### src/rtl/motor_ramp_ctrl.sv
// motor_ramp_ctrl: sequencer in front of the motor PWM stage.
// Accepts speed/direction commands over valid/ready, ramps duty in fixed
// steps at a prescaled tick rate, and on a direction change ramps to zero,
// holds a dead time, flips dir, then ramps back up.
//
// Optional watchdog: define MOTOR_RAMP_WDT_EN to enable it.
//
// Ports:
//   cin        in   system clock, rising edge
//   rst_n      in   asynchronous active-low reset
//   cmd_valid  in   command present
//   cmd_ready  out  command can be accepted (IDLE/RUN)
//   cmd_en     in   1 = run, 0 = stop
//   cmd_dir    in   1 = forward, 0 = backward
//   cmd_duty   in   target duty
//   duty_cycle out  duty to PWM block
//   dir        out  direction to PWM block
//   enable     out  PWM enable
//   busy       out  state != IDLE
//   at_target  out  duty/dir match the effective target, no reversal pending
//   wdt_trip   out  watchdog fired (sticky until next accepted command)
//
// state    | meaning
// IDLE     | stopped, duty 0, waiting for a non-zero run command
// RUN      | ramping towards the effective target
// REV_DOWN | reversal requested, ramping duty to zero
// DEAD     | zero duty held for DEAD_TICKS ticks before dir flips
module motor_ramp_ctrl #(
    parameter int unsigned RAMP_DIV   = 1000,
    parameter int unsigned RAMP_STEP  = 4,
    parameter int unsigned DEAD_TICKS = 8,
    parameter int unsigned PRESC_W    = 16,
    parameter int unsigned WDT_TICKS  = 256
) (
    input  logic       cin,
    input  logic       rst_n,
    input  logic       cmd_valid,
    output logic       cmd_ready,
    input  logic       cmd_en,
    input  logic       cmd_dir,
    input  logic [7:0] cmd_duty,
    output logic [7:0] duty_cycle,
    output logic       dir,
    output logic       enable,
    output logic       busy,
    output logic       at_target,
    output logic       wdt_trip
);

    localparam int unsigned DEAD_W = (DEAD_TICKS < 2) ? 1 : $clog2(DEAD_TICKS + 1);
    localparam logic [8:0]  STEP9  = 9'(RAMP_STEP);

    typedef enum logic [1:0] {IDLE, RUN, REV_DOWN, DEAD} state_t;

    state_t              state_q, state_d;
    logic [7:0]          duty_q, duty_d;
    logic                dir_q, dir_d;
    logic                enable_q, enable_d;
    logic                busy_q, busy_d;
    logic                ready_q, ready_d;
    logic                at_tgt_q, at_tgt_d;
    logic [7:0]          tgt_duty_q, tgt_duty_d;
    logic                tgt_dir_q, tgt_dir_d;
    logic                tgt_en_q, tgt_en_d;
    logic [PRESC_W-1:0]  presc_q, presc_d;
    logic [DEAD_W-1:0]   dead_q, dead_d;

    logic                tick, accept;
    logic [7:0]          eff, eff_d;
    logic [8:0]          up9;
    logic [7:0]          dn0, ramp_to_eff;

    assign tick   = (presc_q == PRESC_W'(RAMP_DIV - 1));
    assign accept = cmd_valid & ready_q;
    assign eff    = tgt_en_q ? tgt_duty_q : 8'd0;

    // Steps are computed 9 bits wide and clamped so duty never wraps.
    assign up9 = {1'b0, duty_q} + STEP9;
    assign dn0 = ({1'b0, duty_q} > STEP9) ? (duty_q - STEP9[7:0]) : 8'd0;

    always_comb begin
        ramp_to_eff = duty_q;
        if (duty_q < eff)
            ramp_to_eff = (up9 > {1'b0, eff}) ? eff : up9[7:0];
        else if (duty_q > eff)
            ramp_to_eff = (dn0 < eff) ? eff : dn0;
    end

`ifdef MOTOR_RAMP_WDT_EN
    localparam int unsigned WDT_W = (WDT_TICKS < 2) ? 1 : $clog2(WDT_TICKS + 1);
    logic [WDT_W-1:0] wdt_cnt_q, wdt_cnt_d;
    logic             wdt_trip_q, wdt_trip_d;
`endif

    always_comb begin
        state_d    = state_q;
        duty_d     = duty_q;
        dir_d      = dir_q;
        dead_d     = dead_q;
        tgt_duty_d = tgt_duty_q;
        tgt_dir_d  = tgt_dir_q;
        tgt_en_d   = tgt_en_q;
        presc_d    = tick ? '0 : presc_q + PRESC_W'(1);

        if (accept) begin
            tgt_duty_d = cmd_duty;
            tgt_dir_d  = cmd_dir;
            tgt_en_d   = cmd_en;
        end

`ifdef MOTOR_RAMP_WDT_EN
        wdt_cnt_d  = wdt_cnt_q;
        wdt_trip_d = wdt_trip_q;
        if (accept) begin
            wdt_cnt_d  = '0;
            wdt_trip_d = 1'b0;
        end else begin
            if (tick && state_q != IDLE && wdt_cnt_q != WDT_W'(WDT_TICKS))
                wdt_cnt_d = wdt_cnt_q + WDT_W'(1);
            // Forcing the run flag off makes the normal ramp logic bring
            // the motor down to a stop.
            if (wdt_cnt_d == WDT_W'(WDT_TICKS)) begin
                wdt_trip_d = 1'b1;
                tgt_en_d   = 1'b0;
            end
        end
`endif

        // The FSM works on the registered target, so an accept only
        // affects behaviour from the following cycle.
        unique case (state_q)
            IDLE: begin
                duty_d = 8'd0;
                if (eff != 8'd0) begin
                    state_d = RUN;
                    dir_d   = tgt_dir_q;
                end
            end
            RUN: begin
                if (duty_q == 8'd0 && eff == 8'd0) begin
                    state_d = IDLE;
                end else if (tgt_dir_q != dir_q) begin
                    if (duty_q != 8'd0) begin
                        state_d = REV_DOWN;
                        if (tick) duty_d = dn0;
                    end else begin
                        // No current flowing: flip immediately, no dead time.
                        dir_d = tgt_dir_q;
                        if (tick) duty_d = ramp_to_eff;
                    end
                end else if (tick) begin
                    duty_d = ramp_to_eff;
                end
            end
            REV_DOWN: begin
                if (tick) duty_d = dn0;
                if (duty_d == 8'd0) begin
                    state_d = DEAD;
                    dead_d  = DEAD_W'(DEAD_TICKS);
                end
            end
            DEAD: begin
                duty_d = 8'd0;
                if (dead_q == '0) begin
                    state_d = RUN;
                    dir_d   = tgt_dir_q;
                end else if (tick) begin
                    dead_d = dead_q - DEAD_W'(1);
                end
            end
            default: state_d = IDLE;
        endcase

        // Outputs are derived from next-state values so they register in
        // step with duty_cycle.
        eff_d    = tgt_en_d ? tgt_duty_d : 8'd0;
        ready_d  = (state_d == IDLE) || (state_d == RUN);
        busy_d   = (state_d != IDLE);
        enable_d = ((state_d == RUN) || (state_d == REV_DOWN)) && (duty_d != 8'd0);
        at_tgt_d = ready_d && (duty_d == eff_d) && ((dir_d == tgt_dir_d) || (eff_d == 8'd0));
    end

    always_ff @(posedge cin or negedge rst_n) begin
        if (!rst_n) begin
            state_q    <= IDLE;
            duty_q     <= 8'd0;
            dir_q      <= 1'b1;
            enable_q   <= 1'b0;
            busy_q     <= 1'b0;
            ready_q    <= 1'b1;
            at_tgt_q   <= 1'b1;
            tgt_duty_q <= 8'd0;
            tgt_dir_q  <= 1'b1;
            tgt_en_q   <= 1'b0;
            presc_q    <= '0;
            dead_q     <= '0;
        end else begin
            state_q    <= state_d;
            duty_q     <= duty_d;
            dir_q      <= dir_d;
            enable_q   <= enable_d;
            busy_q     <= busy_d;
            ready_q    <= ready_d;
            at_tgt_q   <= at_tgt_d;
            tgt_duty_q <= tgt_duty_d;
            tgt_dir_q  <= tgt_dir_d;
            tgt_en_q   <= tgt_en_d;
            presc_q    <= presc_d;
            dead_q     <= dead_d;
        end
    end

`ifdef MOTOR_RAMP_WDT_EN
    always_ff @(posedge cin or negedge rst_n) begin
        if (!rst_n) begin
            wdt_cnt_q  <= '0;
            wdt_trip_q <= 1'b0;
        end else begin
            wdt_cnt_q  <= wdt_cnt_d;
            wdt_trip_q <= wdt_trip_d;
        end
    end
    assign wdt_trip = wdt_trip_q;
`else
    assign wdt_trip = 1'b0;
`endif

    assign duty_cycle = duty_q;
    assign dir        = dir_q;
    assign enable     = enable_q;
    assign busy       = busy_q;
    assign cmd_ready  = ready_q;
    assign at_target  = at_tgt_q;

endmodule

### config.mk
export PLATFORM = sky130hd
export DESIGN_NAME = motor_ramp_ctrl
export DESIGN_NICKNAME = d
export VERILOG_FILES = /design/src/rtl/motor_ramp_ctrl.sv
export SDC_FILE = /design/constraint.sdc
export NUM_CORES = 1
export LEC_CHECK = 0
export ABC_AREA = 1
export CAP_MARGIN = 20
export CORE_MARGIN = 2
export CORE_UTILIZATION = 35
export DETAILED_ROUTE_END_ITERATION = 8
export PLACE_DENSITY = 0.55
export SLEW_MARGIN = 20
export SYNTH_ARGS = -nofsm -noshare
export SYNTH_HDL_FRONTEND = slang
export SYNTH_SLANG_ARGS = --single-unit
### constraint.sdc
create_clock -name cin -period 3.93 [get_ports cin]
set_input_delay 1.179 -clock cin [delete_from_list [all_inputs] [get_ports cin]]
set_output_delay 1.179 -clock cin [all_outputs]
set_load 0.01 [all_outputs]
**After elaboration in Yosys (flattened, before gate mapping)**

Cells that the tools add are included.

- Flip-flop bits (word level): 45
- Input bits: 13
- Output and inout port bits: 14

- Add/sub/neg operators: 4
- Order comparisons: 5
- Equal/unequal tests: 12
- Mux-type cells: 35
- Bitwise operators: 1
- Reduce and logical (&&, ||, !) cells: 21

Operator list:

| cell | number |
|---|---|
| $mux W8 | 14 |
| $logic_not A8 Y1 | 4 |
| $pmux W8 S3 | 1 |
| $reduce_bool A8 Y1 | 3 |
| $add A16 B1 Y16 const B | 1 |
| $eq A16 B10 Y1 const B | 1 |
| $lt A8 B8 Y1 | 2 |
| $mux W16 | 1 |
| $mux W2 | 6 |
| $mux W4 | 3 |
| $add A8 B3 Y9 const B | 1 |
| $gt A9 B8 Y1 | 1 |
| $eq A8 B8 Y1 | 1 |
| $gt A8 B3 Y1 const B | 1 |
| $gt A8 B8 Y1 | 1 |
| $pmux W2 S4 | 1 |
| $pmux W4 S2 | 1 |
| $sub A8 B3 Y8 const B | 1 |
| $mux W1 | 7 |
| $eq A2 B2 Y1 const B | 3 |
| $ne A2 B2 Y1 const B | 3 |
| $eq A2 B1 Y1 const B | 2 |
| $logic_and A1 B1 Y1 | 4 |
| $logic_not A2 Y1 | 2 |
| 10 further kinds | 13 |

**Logic depth before layout (Yosys ltp)**

Gate-level depths: netlist (run 1).

- Depth in word-level cells: 14
- Mapped depth: 28
- Depth with buffers taken out: 28

**Least setup slack after synthesis (run 1)**

Ideal clock, no wire load.

- Path kind: reg-to-reg
- Start point: register duty_q[2], in the netlist duty_cycle[2]
- End point: register at_tgt_q, in the netlist at_target
- Setup time: 67 ps
- Data arrival time: 3212 ps
- Data required time: 3863 ps
- Setup slack: 651 ps
- Stages on the path, launching flop included: 25
- Buffers on the path: 0
- Cell sequence: dfrtp_1 inv_1 ha_1 inv_1 nand2_1 nand2_2 inv_1 nor3b_1 ha_1 nand2_1 nor2_1 a211oi_2 a21boi_1 nand2_1 nand3_1 nand2_1 nand3_1 nand2_1 nand2_1 nand2_1 o21ai_0 nand2_1 nor2_1 nand2_1 nor2_1

- Longest elaborated chain between the ends: 14

RTL lines:

| element | RTL line | text |
|---|---|---|
| start: declaration | 56 | `logic [7:0] duty_q, duty_d;` |
| start signal: assignment | 199 | `duty_q <= duty_d;` |
| $sub A8 B3 Y8 or $gt A8 B3 Y1 (tied branches) | 79 | `assign dn0 = ({1'b0, duty_q} > STEP9) ? (duty_q - STEP9[7:0]) : 8'd0;` |
| $mux W8 | 79 |  |
| $lt A8 B8 Y1 | 86 | `ramp_to_eff = (dn0 < eff) ? eff : dn0;` |
| $mux W8 | 86 |  |
| $mux W8 | 85 | `else if (duty_q > eff)` |
| $mux W8 | 83 | `if (duty_q < eff)` |
| $mux W8 | 149, 151 |  |
| $mux W8 | 143 | `if (duty_q != 8'd0) begin` |
| $mux W8 | 142 | `end else if (tgt_dir_q != dir_q) begin` |
| $mux W8 | 140 | `if (duty_q == 8'd0 && eff == 8'd0) begin` |
| $pmux W8 S3 (*) | 131 | `unique case (state_q)` |
| named net duty_d[0] | 56 |  |
| $eq A8 B8 Y1 (*) | 180 | `at_tgt_d = ready_d && (duty_d == eff_d) && ((dir_d == tgt_dir_d) \|\| (eff_d == 8'd0));` |
| $logic_and A1 B1 Y1 (*) (2 in series) | 180 |  |
| named net at_tgt_d | 61 | `logic at_tgt_q, at_tgt_d;` |
| end signal: assignment | 204 | `at_tgt_q <= at_tgt_d;` |
| end: declaration | 61 |  |

The timed path passes the listed nets; every way through them passes the cells marked *. The select of a mux whose other input is x is not followed.
A chain may end at the register's enable or synchronous reset.

**Worst setup path after layout (run 1)**

- Start point: register tgt_en_q
- End point: register enable_q, in the netlist enable

- Longest elaborated chain between the ends: 12

RTL lines:

| element | RTL line | text |
|---|---|---|
| start: declaration | 64 | `logic tgt_en_q, tgt_en_d;` |
| start signal: assignment | 207 | `tgt_en_q <= tgt_en_d;` |
| $mux W8 (*) | 75 | `assign eff = tgt_en_q ? tgt_duty_q : 8'd0;` |
| $lt A8 B8 Y1 | 86 |  |
| $mux W8 | 86 |  |
| $mux W8 | 85 |  |
| $mux W8 | 83 |  |
| $mux W8 | 149, 151 |  |
| $mux W8 | 143 |  |
| $mux W8 | 142 |  |
| $mux W8 | 140 |  |
| $pmux W8 S3 | 131 |  |
| $reduce_bool A8 Y1 | 179 | `enable_d = ((state_d == RUN) \|\| (state_d == REV_DOWN)) && (duty_d != 8'd0);` |
| $logic_and A1 B1 Y1 (*) | 179 |  |
| named net enable_d | 58 | `logic enable_q, enable_d;` |
| end signal: assignment | 201 | `enable_q <= enable_d;` |
| end: declaration | 58 |  |

The timed path passes the listed nets; every way through them passes the cells marked *.

==> out/qor.txt, run 1 <==
final setup vio count -> 0
max_cap viols -> 0
area share of the largest cell type after synthesis -> 0.258
Synth Warn # -> 0
Least-Margin Pin Slew -> 584 ps
Worst Path Max Fanout -> 9
worst path required time -> 4110 ps
largest net degree at the start of global routing -> 46
most used cell, CP -> nand2_1
GRT Util Overall -> 0.187
Post-synth ARST share -> 1.00
clk slew on worst S/H paths -> 60 ps
die width -> 111 um
io pins -> 27
layout cells sized above 1 -> 0.103
Layout area overhead -> 16.5%
cell count after synthesis -> 605
routed vias/inst -> 5.00
DRT Pass-1 Iters -> 5
hold slack -> 472 ps
Synth area leader -> dfrtp_1
post-CTS setup buffers -> 0
Synth Cell Area -> 3970 um2
# diodes -> 0
CTS Buf Count -> 5
H-tree depth -> 2
Die Ht -> 111 um
Final ANT Viol Nets -> 0
Max Root-Sink Buffers -> 2
Critical Path Start Type -> register
Yosys reg bits -> 45
final period utilization -> 0.898
TritonCTS sink count -> 45
WL final -> 11200 um
Syn Area/Cell -> 6.57 um2
number of global-route vias before repair -> 3751
compound-gate portion of the synthesized area -> 0.116
largest family of logic cells by synthesized area -> simple AND/OR/NAND/NOR gates
CTS tree -> built
Clock Skews -> 6.44 ps
post-synthesis adder-cell area fraction -> 0.0913
top post-synthesis cells by area -> dfrtp_1 (26%), nand2_1 (14%), inv_1 (9.4%), ha_1 (9.1%), nor2_1 (7.5%)
mux cell area share after synthesis -> 0
syn_nets -> 647
first-pass GRT wire length -> 18800 um
DRC -> 0
Rel. slew slack -> 0.611
Final Hold Fails -> 0
# hold bufs at CTS -> 0
Resized cells post-CTS -> 0
slowest stage delay, CP -> 490 ps
post-synthesis sequential area ratio -> 0.285
Post-synth EDFFs -> 0
fin. max-slew vios -> 0
FMAX -> 283 MHz
XOR/XNOR share of the synthesized area -> 0.0220
worst skew pair latency -> 290 ps
reg2reg setup slack -> 400 ps
placer congestion estimate -> 0.949
Iter 0 DRT Violations -> 323
count leader, synth -> nand2_1
Clock Root Buffer -> clkbuf_16
initial antenna violation count -> 0
Commonest cells post-synth -> nand2_1 (149), inv_1 (99), nor2_1 (79)
crit-path cells -> nand2_1 -> ha_1 -> a21oi_1 -> nor2_1 -> a211oi_1 -> a21boi_2 -> nor2_1 -> nand3_1 -> nand2_1 -> nand2_1 -> nand2_1 -> nand2_1 -> nand2_1 -> a21boi_0 -> nand3b_1 -> nor2_1 -> nor2_1
Port Buffers -> 25
top_reg_cell synth -> dfrtp_1
Final HPWL DP -> 9050 um
RSZ-0062 raised after global routing -> false
Post-Synth Simple-Gate Area -> 0.369
DR WL/cell -> 14.3 um
fin nets -> 689
gr ovfl total -> 0
synth unique cells -> 48
run status -> complete, no violations
# rows -> 38
core footprint -> 10900 um2
Hold Path Class -> register to register
Die ar. -> 12200 um2
CP max stage cell -> dfrtp_1
CP Capture Type -> register
Final min period -> 3530 ps
Starting Density -> 0.363
critical path class -> register to register
Setup TNS Final -> 0 ps
CP arrival -> 3710 ps
vias -> 3943
flip-flops by register name (all words and copies together), names as in the netlist, 2 cells and up:
name        cells
presc_q        16
tgt_duty_q      8
dead_q          4
state_q         2
duty_cycle      8
layout make-up:
class | count | area [um2]
clock buffer | 5 | 125
clock inverter | 3 | 21.3
fill | 1164 | 6310
inverter | 105 | 399
multi-input combinational | 445 | 2380
sequential | 45 | 1130
tap | 140 | 175
timing repair buffer | 45 | 398
metrics by stage:
stage | cell area (um2) | util | setup slack (ps) | cells
2_1_floorplan | 3970 | - | 651 | 605
3_3_place_gp | 4480 | 0.410 | 343 | 780
3_5_place_dp | 4480 | 0.410 | 381 | 780
4_1_cts | 4630 | 0.423 | 400 | 788
5_1_grt | 4630 | 0.423 | 31.5 | 788
6_report | 4630 | 0.423 | 403 | 788
cell usage in the layout (no fill, tap or decap), drive strengths merged:
master	count
clkinv	3
o21bai	3
o211ai	3
clkbuf	5
o22ai	1
a21boi	4
conb	1
o21a	1
xor2	9
dfrtp	41
ha	29
clkinvlp	1
buf	21
nor4	4
nand2	160
nand3	43
a31oi	2
a21oi	33
and2	1
nand4	14
or2	4
nor2	84
inv	104
nor3b	1
xnor2	1
clkdlybuf4s50	24
a211oi	2
o31ai	2
nand3b	6
dfstp	4
o21ai	29
nor3	8
worst max-delay path: cells and delay by family, from the launching register on:
kind	cells	cell delay (ps)
AND/OR/NAND/NOR	12	1340
adder cells (fa/ha/maj)	1	350
flip-flops	1	490
AO/OA/AOI/OAI	4	1260
routing by layer:
metal,up-vias,GRT usage,part of all wire
li1,2006,-,-
met1,1791,0.276,0.50
met2,132,0.289,0.43
met3,14,0.0209,0.056
met4,0,0.0533,0.014
met5,-,0,0
worst paths after layout:
kind                                  from       endpoint  cells after the start
worst max-delay path              tgt_en_q         enable                     17
worst min-delay path            presc_q[0]     presc_q[0]                      1
worst max register to register    tgt_en_q         enable                     17
worst min register to register  presc_q[0]     presc_q[0]                      1
max in group asynchronous            rst_n      dead_q[0]                      1
min in group asynchronous            rst_n  tgt_duty_q[1]                      1
kinds of logic (layout without fill, tap and decap cells):
kind of cell / count (synthesis) / in the layout
XOR/XNOR: 10 / 10
buffers and inverters: 115 / 158
AND/OR/NAND/NOR: 325 / 325
AO/OA/AOI/OAI: 80 / 80
other: 1 / 1
adder cells (fa/ha/maj): 29 / 29
flip-flops: 45 / 45
Power of run 1 is left out: the tool's default activity adds up to more than one toggle a clock period on the data nets, which glitch-free logic cannot reach.
==> inputs of run 2 (changes only) <==
- CELL_PAD_IN_SITES_DETAIL_PLACEMENT: unset -> 1
- CELL_PAD_IN_SITES_GLOBAL_PLACEMENT: unset -> 1
- CORE_UTILIZATION: 35 -> 43
- PLACE_DENSITY: 0.55 -> 0.84
==> run 2 against run 1 <==
Compared with the run above: fmax shrank 2.3%; worst hold slack better by 5.7 ps; final area is 0.49% lower; wire length rose by 24%; critical path depth increased by 5; non-clock buffer count grew 4; first-iteration DRC count is 14% lower; die area is 18% lower; global-route usage is 11 points higher; largest cell class unchanged.
==> out/qor.txt, run 2 (same netlist as run 1, synthesis figures left out) <==
Final Hold Fails -> 0 (unchanged)
most used cell, CP -> nor2_1
crit-path cells -> inv_1 -> ha_1 -> inv_1 -> nand2_1 -> nand2_2 -> inv_1 -> nor2_1 -> ha_1 -> a21oi_1 -> nor2_1 -> a211oi_4 -> a21boi_1 -> nor2_1 -> o21ai_0 -> nand2_1 -> nand2_1 -> nand3_1 -> nand2_1 -> inv_1 -> nand4_1 -> nor2_1 -> nor2_1
fin. max-slew vios -> 0 (unchanged)
Starting Density -> 0.436 (+0.0729)
Worst Path Max Fanout -> 6 (-3)
largest net degree at the start of global routing -> 26 (-43%)
initial antenna violation count -> 0 (unchanged)
CP arrival -> 3860 ps (+150 ps)
commonest non-fill, non-tap cell in the layout -> nand2_1
vias -> 4285 (+8.7%)
TritonCTS sink count -> 45 (unchanged)
DRC -> 0 (unchanged)
WL final -> 13900 um (+24%)
GRT Util Overall -> 0.293 (+0.105)
DRT Pass-1 Iters -> 5 (unchanged)
Hold Path Class -> register to register
FMAX -> 277 MHz (-2.3%)
routed vias/inst -> 5.62 (+12%)
Resized cells post-CTS -> 0 (unchanged)
CTS Buf Count -> 5 (unchanged)
max reg flops -> 16 (unchanged)
die width -> 100 um (-9.4%)
largest register by flop count -> presc_q
Final HPWL DP -> 11100 um (+23%)
run status -> complete, no violations
clk slew on worst S/H paths -> 100 ps (+40 ps)
Final ANT Viol Nets -> 0 (unchanged)
Die Ht -> 100 um (-9.4%)
final setup vio count -> 0 (unchanged)
# rows -> 35 (-7.9%)
Max Root-Sink Buffers -> 2 (unchanged)
Rel. slew slack -> 0.589 (-0.0217)
slowest stage delay, CP -> 390 ps (-100 ps)
# diodes -> 0 (unchanged)
fin nets -> 693 (+0.58%)
number of global-route vias before repair -> 4466 (+19%)
max_cap viols -> 0 (unchanged)
final period utilization -> 0.919 (+0.0211)
CTS tree -> built
Die ar. -> 10000 um2 (-18%)
CP Capture Type -> register
DR WL/cell -> 18.2 um (+28%)
Layout Utilization -> 0.506 (+0.0824)
Port Buffers -> 25 (unchanged)
Layout area overhead -> 16.0%
placer congestion estimate -> 1.01 (+7.0%)
Final min period -> 3610 ps (+82.9 ps)
Iter 0 DRT Violations -> 279 (-14%)
RSZ-0062 raised after global routing -> false
most frequent cells in the layout -> nand2_1 (149), inv_1 (99), nor2_1 (79)
Clock Root Buffer -> clkbuf_8
CP max stage cell -> dfrtp_1
Non-Filler Cell Area, Final -> 4610 um2 (-0.49%)
fillers -> 1276 (+9.6%)
io pins -> 27 (unchanged)
critical path class -> register to register
placed cell area -> 4470 um2 (-0.14%)
gr ovfl total -> 0 (unchanged)
H-tree depth -> 2 (unchanged)
worst path required time -> 4180 ps (+70 ps)
Clock Skews -> 10.3 ps (+3.90 ps)
layout cells sized above 1 -> 0.112 (+0.00857)
worst skew pair latency -> 320 ps (+30 ps)
Setup TNS Final -> 0 ps (unchanged)
first-pass GRT wire length -> 22800 um (+21%)
Least-Margin Pin Slew -> 613 ps (+28.9 ps)
post-CTS setup buffers -> 0 (unchanged)
Critical Path Start Type -> register
# hold bufs at CTS -> 0 (unchanged)
core footprint -> 9110 um2 (-17%)
-- run 2: path summary, 6_finish.rpt --
path,slack [ps],cells after the start,from,to
hold reg to reg,480,1,presc_q[0],presc_q[0]
min in group asynchronous,820,1,rst_n,tgt_duty_q[1]
max in group asynchronous,2350,2,rst_n,duty_cycle[4]
setup / recovery,320,22,duty_cycle[3],enable
hold / removal,480,1,presc_q[0],presc_q[0]
setup reg to reg,320,22,duty_cycle[3],enable
-- run 2: area by class of cell --
class | count | area, um2 | share of cell area
Multi-Input combinational cell | 445 | 2390 | 0.519
Sequential cell | 45 | 1130 | 0.246
Timing Repair Buffer | 49 | 429 | 0.0932
Inverter | 105 | 399 | 0.0866
Tap cell | 111 | 139 | 0.0301
Clock buffer | 5 | 68.8 | 0.0149
Clock inverter | 3 | 46.3 | 0.0100
-- run 2: layer usage --
metal / global-route usage / wire length (um)
met3: 0.0439 / 890
met1: 0.375 / 5730
met5: 0 / 0
met4: 0.116 / 463
met2: 0.497 / 6820
-- run 2: worst max-delay path, delay by kind of cell (launching register included) --
kind	cells	cell delay, ps
AO/OA/AOI/OAI	4	910
adder cells (fa/ha/maj)	2	560
buffers and inverters	4	500
flip-flops	1	390
AND/OR/NAND/NOR	12	1210
-- run 2: stage by stage --
step                      hold slack [ps]  instances  worst slack, ps
final                                 477        763              320
after global routing                  492        763             12.3
after CTS                             480        763              284
after detailed placement              457        755              196
after global placement                450        755              281
after floorplan                       433        605              651
Power of run 2 is left out for the same reason.
==> RTL edit: new RTL, config.mk and constraints of run 2 <==
Re-encode `state_t` (4 states) as one-hot, 4 bits wide.
--- a/src/rtl/motor_ramp_ctrl.sv
+++ b/src/rtl/motor_ramp_ctrl.sv
@@ -52,3 +52,3 @@
 
-    typedef enum logic [1:0] {IDLE, RUN, REV_DOWN, DEAD} state_t;
+    typedef enum logic [3:0] {IDLE = 4'b0001, RUN = 4'b0010, REV_DOWN = 4'b0100, DEAD = 4'b1000} state_t;
 
Behaviour: same outputs for any inputs over 10 cycles, from zero or initial values and one cycle with rst_n low; not proved beyond that.
==> RTL edit against run 2 <==
- final area decreased by 2.4%
- worst setup slack gained 0.0073 ns
- area after synthesis up 1.2%
- sequential cell count increased by 2
- die area rose by 1.2%
- clock skew decreased by 0.0033 ns
- wire length shrank 11%
==> RTL edit: results (changes against run 2) <==
- Clk root buf: clkbuf_8
- DR vias: 4044 (-5.6%)
- Pin count of the biggest net entering global routing: 48 (+85%)
- Max VDD drop: 0.5980 mV
- Dpl ws: 0.2357 ns (+0.04001 ns)
- H-Tree Depth: 2 (unchanged)
- ANT cells: 0 (unchanged)
- Leak: 2.438 nW
- Post-synth top cells: nand2_1 (155), inv_1 (112), nor2_1 (68)
- Largest reg by FF count: presc_q
- Global-route wire length before repair: 20620 microns (-9.5%)
- Fill cells: 1244 (-2.5%)
- Syn avg cell area: 6.444 sq um (-1.9%)
- Mapped Nets: 665 (+2.8%)
- Later-pin clock latency in the skew report: 0.31 ns
- GP Congestion: 0.9491 (-6.5%)
- Placed instance count: 754 (-0.13%)
- HP Class: flip-flop to flip-flop
- WL/cell: 16.19 microns (-11%)
- Ys async rst share: 100.0% (unchanged)
- Nets: 691 (-0.29%)
- Worst-path clk slew: 0.10 ns (about the same)
- Max FFs per register: 16 (unchanged)
- Detailed Routing Iterations Pass 1: 5 (unchanged)
- Post-Route Skew: 0.007017 ns (-0.003315 ns)
- Post-synthesis sequential area ratio: 29.40% (+0.93 points)
- CP peak stage delay: 0.50 ns (+0.11 ns)
- Finished Cell Area: 4497 sq um (-2.4%)
- Crit-path slowest cell: dfrtp_2
- Crit path max fanout: 10 (+4)
- Initial DRC count: 149 (-47%)
- Netlist cell types: 40 (-17%)
- Layout cell share with drive strength beyond 1: 8.295% (-2.9 points)
- Non-filler cells in the finished layout: 762 (-0.13%)
- Top cell family by delay on the critical path: simple AND/OR/NAND/NOR gates
- Post-DP Area: 4369 sq um (-2.3%)
- Ranking of synthesized cells by area: dfrtp_1 (26%), nand2_1 (14%), inv_1 (10%), ha_1 (8.7%), nand3_1 (6.5%)
- Status: complete, no violations
- Vias in the first global route: 4086 (-8.5%)
- Antenna violations before repair: 0 (unchanged)
- Critical path arrival: 3.84 ns (-0.02 ns)
- HPWL Detailed: 9939 microns (-11%)
- Slew Viols, Final: 0 (unchanged)
- Slew headroom: 50.29% (-8.6 points)
- I/O Buffers: 25 (unchanged)
- GRT Util Overall: 25.49% (-3.8 points)
- DRC violations left: 0 (unchanged)
==> RTL edit: power by group <==
part,switching [mW],leakage [nW],internal [mW]
combinational,1.82,1.79,0.892
sequential,0.117,0.590,0.587
clock,0.177,0.0618,0.210
==> RTL edit: final timing paths <==
path,start,endpoint,slack (ns),cells after the start
worst max-delay path,duty_cycle[2]$_DFF_PN0_,at_target$_DFF_PN1_,0.33,26
worst min-delay path,presc_q[0]$_DFF_PN0_,presc_q[0]$_DFF_PN0_,0.47,1
worst max register to register,duty_cycle[2]$_DFF_PN0_,at_target$_DFF_PN1_,0.33,26
worst min register to register,presc_q[0]$_DFF_PN0_,presc_q[0]$_DFF_PN0_,0.47,1
max in group asynchronous,rst_n,duty_cycle[2]$_DFF_PN0_,2.62,1
min in group asynchronous,rst_n,dead_q[2]$_DFFE_PN0P_,0.88,1
==> RTL edit: routing by layer <==
metal	part of all wire (%)	vias to the layer above	GRT usage [%]	wire, microns
li1	-	2019	-	-
met1	48	1958	36.24	5942
met2	48	54	42.15	5919
met3	2.4	13	2.566	294
met4	1.5	0	5.374	184
met5	0	-	0	0
==> RTL edit: timing repair <==
item	CTS	global route
setup buffers	0	0
resized for setup	0	2
endpoints found under the setup margin	0	2
==> RTL edit: kinds of logic (layout without fill, tap and decap cells) <==
logic type	Yosys count	in the layout	share of synthesized area, %
buffers and inverters	130	157	12.73
adder cells (fa/ha/maj)	28	28	8.712
other	1	1	0.09325
XOR/XNOR	9	9	1.960
multiplexers	1	1	0.2489
flip-flops	47	47	29.40
AND/OR/NAND/NOR	322	322	34.97
AO/OA/AOI/OAI	86	86	11.89
==> RTL edit: area by class of cell <==
type	count	share of cell area [%]
clock buffers	6	1.836
inverters	122	10.24
flip-flops and latches	47	26.32
repair buffers	27	5.843
well taps	111	3.088
clock inverters	2	0.8625
multi-input cells	447	51.81
